File: src/rtl/addsub_sched_ctrl_pkg.sv
// Shared definitions for the scheduled add/sub datapath: state encoding,
// shared-unit op select codes and the default data width.
package addsub_sched_ctrl_pkg;

  localparam int DATAWIDTH_DEFAULT = 32;

  localparam logic OP_ADD = 1'b0;
  localparam logic OP_SUB = 1'b1;

  typedef enum logic [2:0] {
    ST_IDLE  = 3'd0,
    ST_S1    = 3'd1,
    ST_S2    = 3'd2,
    ST_S3    = 3'd3,
    ST_S4    = 3'd4,
    ST_FINAL = 3'd5
  } state_t;

endpackage

File: src/rtl/addsub_sched_ctrl_shared_addsub.sv
// Single shared adder/subtractor used once per cycle by the scheduled
// controller; results wrap modulo 2^DATAWIDTH.
module shared_addsub #(
  parameter int DATAWIDTH = 32
) (
  input  logic [DATAWIDTH-1:0] a,
  input  logic [DATAWIDTH-1:0] b,
  input  logic                 op,
  output logic [DATAWIDTH-1:0] y
);

  assign y = op ? (a - b) : (a + b);

endmodule

File: src/rtl/addsub_sched_ctrl.sv
// FSMD computing z = (a+b > a+c) ? a+b : a+c and x = (a-b)-c over four
// scheduled steps using one shared add/sub unit and one signed comparator.
module addsub_sched_ctrl
  import addsub_sched_ctrl_pkg::*;
#(
  parameter int DATAWIDTH = DATAWIDTH_DEFAULT
) (
  input  logic                        Clk,
  input  logic                        Rst,
  input  logic                        Start,
  input  logic signed [DATAWIDTH-1:0] a,
  input  logic signed [DATAWIDTH-1:0] b,
  input  logic signed [DATAWIDTH-1:0] c,
  output logic                        Busy,
  output logic                        Done,
  output logic signed [DATAWIDTH-1:0] z,
  output logic signed [DATAWIDTH-1:0] x
);

  state_t state, next_state;

  logic signed [DATAWIDTH-1:0] ra, rb, rc;
  logic signed [DATAWIDTH-1:0] d, e, f;
  logic                        g;

  logic [DATAWIDTH-1:0] alu_a, alu_b, alu_y;
  logic                 alu_op;

  shared_addsub #(.DATAWIDTH(DATAWIDTH)) u_alu (
    .a  (alu_a),
    .b  (alu_b),
    .op (alu_op),
    .y  (alu_y)
  );

  always_ff @(posedge Clk or posedge Rst) begin
    if (Rst) state <= ST_IDLE;
    else     state <= next_state;
  end

  // Operand mux and op select depend only on state; idle states add zeros.
  always_comb begin
    next_state = ST_IDLE;
    alu_a      = '0;
    alu_b      = '0;
    alu_op     = OP_ADD;
    Busy       = 1'b1;
    Done       = 1'b0;
    case (state)
      ST_IDLE: begin
        Busy       = 1'b0;
        next_state = Start ? ST_S1 : ST_IDLE;
      end
      ST_S1: begin
        alu_a      = ra;
        alu_b      = rb;
        next_state = ST_S2;
      end
      ST_S2: begin
        alu_a      = ra;
        alu_b      = rc;
        next_state = ST_S3;
      end
      ST_S3: begin
        alu_a      = ra;
        alu_b      = rb;
        alu_op     = OP_SUB;
        next_state = ST_S4;
      end
      ST_S4: begin
        alu_a      = f;
        alu_b      = rc;
        alu_op     = OP_SUB;
        next_state = ST_FINAL;
      end
      ST_FINAL: begin
        Done       = 1'b1;
        next_state = ST_IDLE;
      end
      default: begin
        Busy       = 1'b0;
        next_state = ST_IDLE;
      end
    endcase
  end

  always_ff @(posedge Clk or posedge Rst) begin
    if (Rst) begin
      ra <= '0;
      rb <= '0;
      rc <= '0;
      d  <= '0;
      e  <= '0;
      f  <= '0;
      g  <= 1'b0;
      z  <= '0;
      x  <= '0;
    end else begin
      case (state)
        ST_IDLE: begin
          if (Start) begin
            ra <= a;
            rb <= b;
            rc <= c;
          end
        end
        ST_S1: d <= alu_y;
        ST_S2: e <= alu_y;
        ST_S3: begin
          f <= alu_y;
          g <= (d > e);
        end
        ST_S4: begin
          x <= alu_y;
          z <= g ? d : e;
        end
        default: ;
      endcase
    end
  end

endmodule

File: config.mk
export PLATFORM = sky130hd
export DESIGN_NAME = addsub_sched_ctrl
export DESIGN_NICKNAME = d
export VERILOG_FILES = /design/src/rtl/addsub_sched_ctrl_pkg.sv /design/src/rtl/addsub_sched_ctrl_shared_addsub.sv /design/src/rtl/addsub_sched_ctrl.sv
export SDC_FILE = /design/constraint.sdc
export NUM_CORES = 1
export LEC_CHECK = 0
export BUFFER_PORTS_ARGS = -buffer_cell sky130_fd_sc_hd__buf_2
export CORE_UTILIZATION = 56
export DETAILED_ROUTE_END_ITERATION = 6
export PLACE_DENSITY = 0.77
export SKIP_CTS_REPAIR_TIMING = 1
export SLEW_MARGIN = 20
export SYNTH_ARGS = -nofsm -noshare
export SYNTH_HDL_FRONTEND = slang
export SYNTH_SLANG_ARGS = --single-unit
File: constraint.sdc
create_clock -name Clk -period 9.9 [get_ports Clk]
set_clock_uncertainty 0.15 [all_clocks]
set_input_delay 1.485 -clock Clk [delete_from_list [all_inputs] [get_ports Clk]]
set_output_delay 1.485 -clock Clk [all_outputs]
set_load 0.01 [all_outputs]
==> results summary <==
The height of the chip came out at 161 um. The overall track demand over capacity in global routing is 0.274. Together, buffers and inverters on the worst path number 0. The worst endpoint data arrival time came out at between 6000 and 7000 ps. The peak clock frequency supported by timing is 164 MHz. The endpoint of the worst register-to-register path is d[30].

The flop-to-flop setup slack came out at roughly 3800 ps. The final estimated routing congestion in global placement came out at about 0.9. The initial antenna violation count was 0. The most used flip-flop cell after synthesis is sky130_fd_sc_hd__dfrtp_1.

The count of flip-flops with a built-in enable after synthesis is 0. The run finished with clean final reports. The source-to-sink clock delay at the later pin of the worst-skew pair is between 500 and 600 ps.

Dividing the detail-routed wire length by the instance count gives roughly 18 um. The setup total negative slack is 0 ps. The total number of nets in the final design came out at around 1.7k.

The number of synthesized register bits came out at 260. The post-detailed-routing wire length is around 35000 um. The total grt overflow is 0. The share of cells above drive strength 1 is 0.215. The cell count after synthesis is approximately 1.4k.

Among all stages on the critical path, the largest delay is contributed by sky130_fd_sc_hd__dfrtp_1. At the pin with the least slew margin, the transition time is ~960 ps. Averaged over all synthesized cells, the footprint is approximately 9.8 um2.

The gate family responsible for the most delay along the worst path is compound AO/OA/AOI/OAI gates. Setup repair after global routing left no endpoint under its margin. The number of buffers on the longest clock path is 3. Tracing the worst setup path back leads to its startpoint at state[1]. The count of synthesis-stage warnings from yosys is 0. The total half-perimeter wirelength after legalization and detailed placement came out at between 20000 and 30000 um. After layout, the minimum clock period comes to slightly above 6000 ps. The worst endpoint required time came out at ~10000 ps. The number of failing hold endpoints at the final stage is 0.

The path type of the worst setup path is reg2reg. Input and output buffers added on the ports amount to around 160. In the post-synthesis netlist, the biggest area contributors are sky130_fd_sc_hd__dfrtp_1 46%, sky130_fd_sc_hd__mux2_2 7.7%, sky130_fd_sc_hd__o21ai_0 6.9%. The detailed-routing iteration count for the pre-antenna-repair pass came out at 5. The final worst-path cycle share is 0.615. The register clock-pin slew on the reported worst setup and hold paths came out at roughly 60 ps.

The count of fill cells added during filler insertion came out at approximately 2.0k. The startpoint identified for the worst hold timing path is z[11]. The fraction of post-synthesis cell area in the top cell type by area came out at 0.461. The number of antenna cells inserted came out at 0.

In this run the standard cell core region covers between 20000 and 25000 um2. The violation count after the first detailed-route iteration is 993. The netlist uses 72 different library cells. The maximum level of the CTS H-tree came out at 1. Measured against its own limit, the worst slew margin works out to 0.361.

STA classifies the critical path endpoint as a flop. Relative to the synthesized area, the layout overhead comes to 14.3%. The via count of the first global-routing pass came out at roughly 11k.

Traced cell by cell, the critical path runs through xor2_2 > a32oi_1 > o2111a_1 > nand2_1 > or3_1 > nand3b_1 > a32oi_1 > o21ai_1 > ha_1 > a21o_1 > a31oi_1 > nand2b_1 > o21ai_0 > a21o_1 > a21oi_1 > a311oi_1 > o21ai_0. The per-cell via count in the routed design came out at around 5.9. The die covers approximately 26000 um2.

The number of maximum-capacitance violations is 0. On the final layout, the worst hold slack is 324 ps. The depth of the most critical reg-to-reg path is 17. The overall via count from detail_route came out at 11.3k. TritonCTS built the clock tree.

Following the worst setup path forward leads to its endpoint at d[30]. In the layout the commonest cells are 260 x sky130_fd_sc_hd__dfrtp_1, 212 x sky130_fd_sc_hd__nand2_1, 193 x sky130_fd_sc_hd__o21ai_0. The largest total area in the synthesized netlist belongs to sky130_fd_sc_hd__dfrtp_1. The mapped netlist covers 14100 um2. The register area came out at 6510 um2. The total placed instance area is ~15000 um2. From left edge to right edge, the die measures between 150 and 200 um.

The largest fanout of any net on the critical path is 22. Of all flip-flops after synthesis, the portion carrying an async set or reset was 1.00. The sequential-to-total area share from yosys stat is 0.461. The final setup violation count is 0. Leaving out fill and tap cells, the most frequent cell in the layout is sky130_fd_sc_hd__dfrtp_1.

The area of the multi-input gates is 7100 um2. The net count after synthesis came out at between 1.5k and 2k. The type of the tightest min-delay check is reg2reg. The final instance area is about 16000 um2.

The worst setup path is launched from a flop. After detailed routing, the number of remaining DRC violations is 0. The remaining number of nets flagged by the antenna check after routing came out at 0. The clock sink count is 260. The effective utilization at floorplan came out at 0.575.

The number of cells on the critical path came out at 17. The largest net degree at the start of global routing came out at about 130. The number of placement rows is 57. The top-level I/O count is 165.

The number of buffers inserted during clock tree synthesis is 28. The delay of the slowest cell on the worst path is just over 900 ps. The global-route wire length before repair is between 50000 and 60000 um. The clock tree root buffer cell is sky130_fd_sc_hd__clkbuf_16. The startpoint identified for the worst register-to-register timing path is state[1]. The max-slew violation total from the final report came out at 0.
registers in the layout, indices dropped and copies added, names as in the netlist:
register / count
g: 1
state: 3
z: 32
rc: 32
rb: 32
e: 32
f: 32
x: 32
d: 32
ra: 32
kinds of logic (layout without fill, tap and decap cells):
kind of cell / count (synthesis) / count (layout) / share of synthesized area
AO/OA/AOI/OAI: 421 / 421 / 0.186
AND/OR/NAND/NOR: 375 / 375 / 0.120
flip-flops: 260 / 260 / 0.461
buffers and inverters: 138 / 277 / 0.0383
multiplexers: 132 / 132 / 0.102
adder cells (fa/ha/maj): 65 / 65 / 0.0582
XOR/XNOR: 53 / 53 / 0.0340
synth_stat cells, types with 5 or more instances:
cell type / count
sky130_fd_sc_hd__a211o_1: 5
sky130_fd_sc_hd__a21o_1: 19
sky130_fd_sc_hd__a21oi_1: 69
sky130_fd_sc_hd__a22o_1: 31
sky130_fd_sc_hd__a22oi_1: 22
sky130_fd_sc_hd__a31oi_1: 9
sky130_fd_sc_hd__a32oi_1: 6
sky130_fd_sc_hd__buf_1: 11
sky130_fd_sc_hd__buf_2: 9
sky130_fd_sc_hd__clkbuf_1: 64
sky130_fd_sc_hd__dfrtp_1: 260
sky130_fd_sc_hd__ha_1: 64
sky130_fd_sc_hd__inv_1: 51
sky130_fd_sc_hd__mux2_2: 96
sky130_fd_sc_hd__mux2i_1: 36
sky130_fd_sc_hd__nand2_1: 214
sky130_fd_sc_hd__nand2b_1: 11
sky130_fd_sc_hd__nand3_1: 18
sky130_fd_sc_hd__nand4_1: 19
sky130_fd_sc_hd__nor2_1: 50
sky130_fd_sc_hd__nor2b_1: 12
sky130_fd_sc_hd__nor3_1: 22
sky130_fd_sc_hd__o211ai_1: 13
sky130_fd_sc_hd__o21ai_0: 193
sky130_fd_sc_hd__o21bai_1: 5
sky130_fd_sc_hd__o31ai_1: 6
sky130_fd_sc_hd__or3_1: 6
sky130_fd_sc_hd__xnor2_1: 30
sky130_fd_sc_hd__xor2_1: 21
stage by stage:
stage	utilization	worst slack [ps]	std cells
after floorplan	-	1110	1444
after global placement	0.616	4130	1856
after detailed placement	0.616	3980	1856
after CTS	0.657	3970	1907
after global routing	0.657	3350	1907
final	0.657	3810	1907
layout make-up:
| cell class | count | share of cell area |
|---|---|---|
| tap | 324 | 0.0252 |
| inverter | 52 | 0.0126 |
| timing repair buffer | 174 | 0.0558 |
| multi-input combinational | 1046 | 0.441 |
| clock inverter | 13 | 0.00994 |
| clock buffer | 38 | 0.0521 |
| sequential | 260 | 0.404 |
worst min-delay path by stage:
| stage | to | slack (ps) | cells after the start |
|---|---|---|---|
| 2_1_floorplan | f[10] | 300 | 2 |
| 3_3_place_gp | z[6] | 310 | 2 |
| 3_5_place_dp | x[18] | 320 | 2 |
| 4_1_cts | x[18] | 330 | 2 |
| 5_1_grt | x[18] | 350 | 2 |
| 6_report | z[11] | 320 | 2 |
layer usage:
layer | share of wire | vias to the layer above | track usage
li1 | - | 5399 | -
met1 | 0.46 | 5465 | 0.398
met2 | 0.46 | 345 | 0.435
met3 | 0.058 | 46 | 0.0346
met4 | 0.018 | 0 | 0.0697
met5 | 0 | - | 0
worst reg2reg max path, delay by kind of cell (launching register included):
| family | cells | cell delay (ps) |
|---|---|---|
| compound gates | 11 | 3210 |
| flops | 1 | 910 |
| simple gates | 4 | 900 |
| fa+ha+maj | 1 | 430 |
| xor+xnor | 1 | 340 |
Power is left out: the tool's default activity adds up to more than one toggle a clock period on the data nets, which glitch-free logic cannot reach.
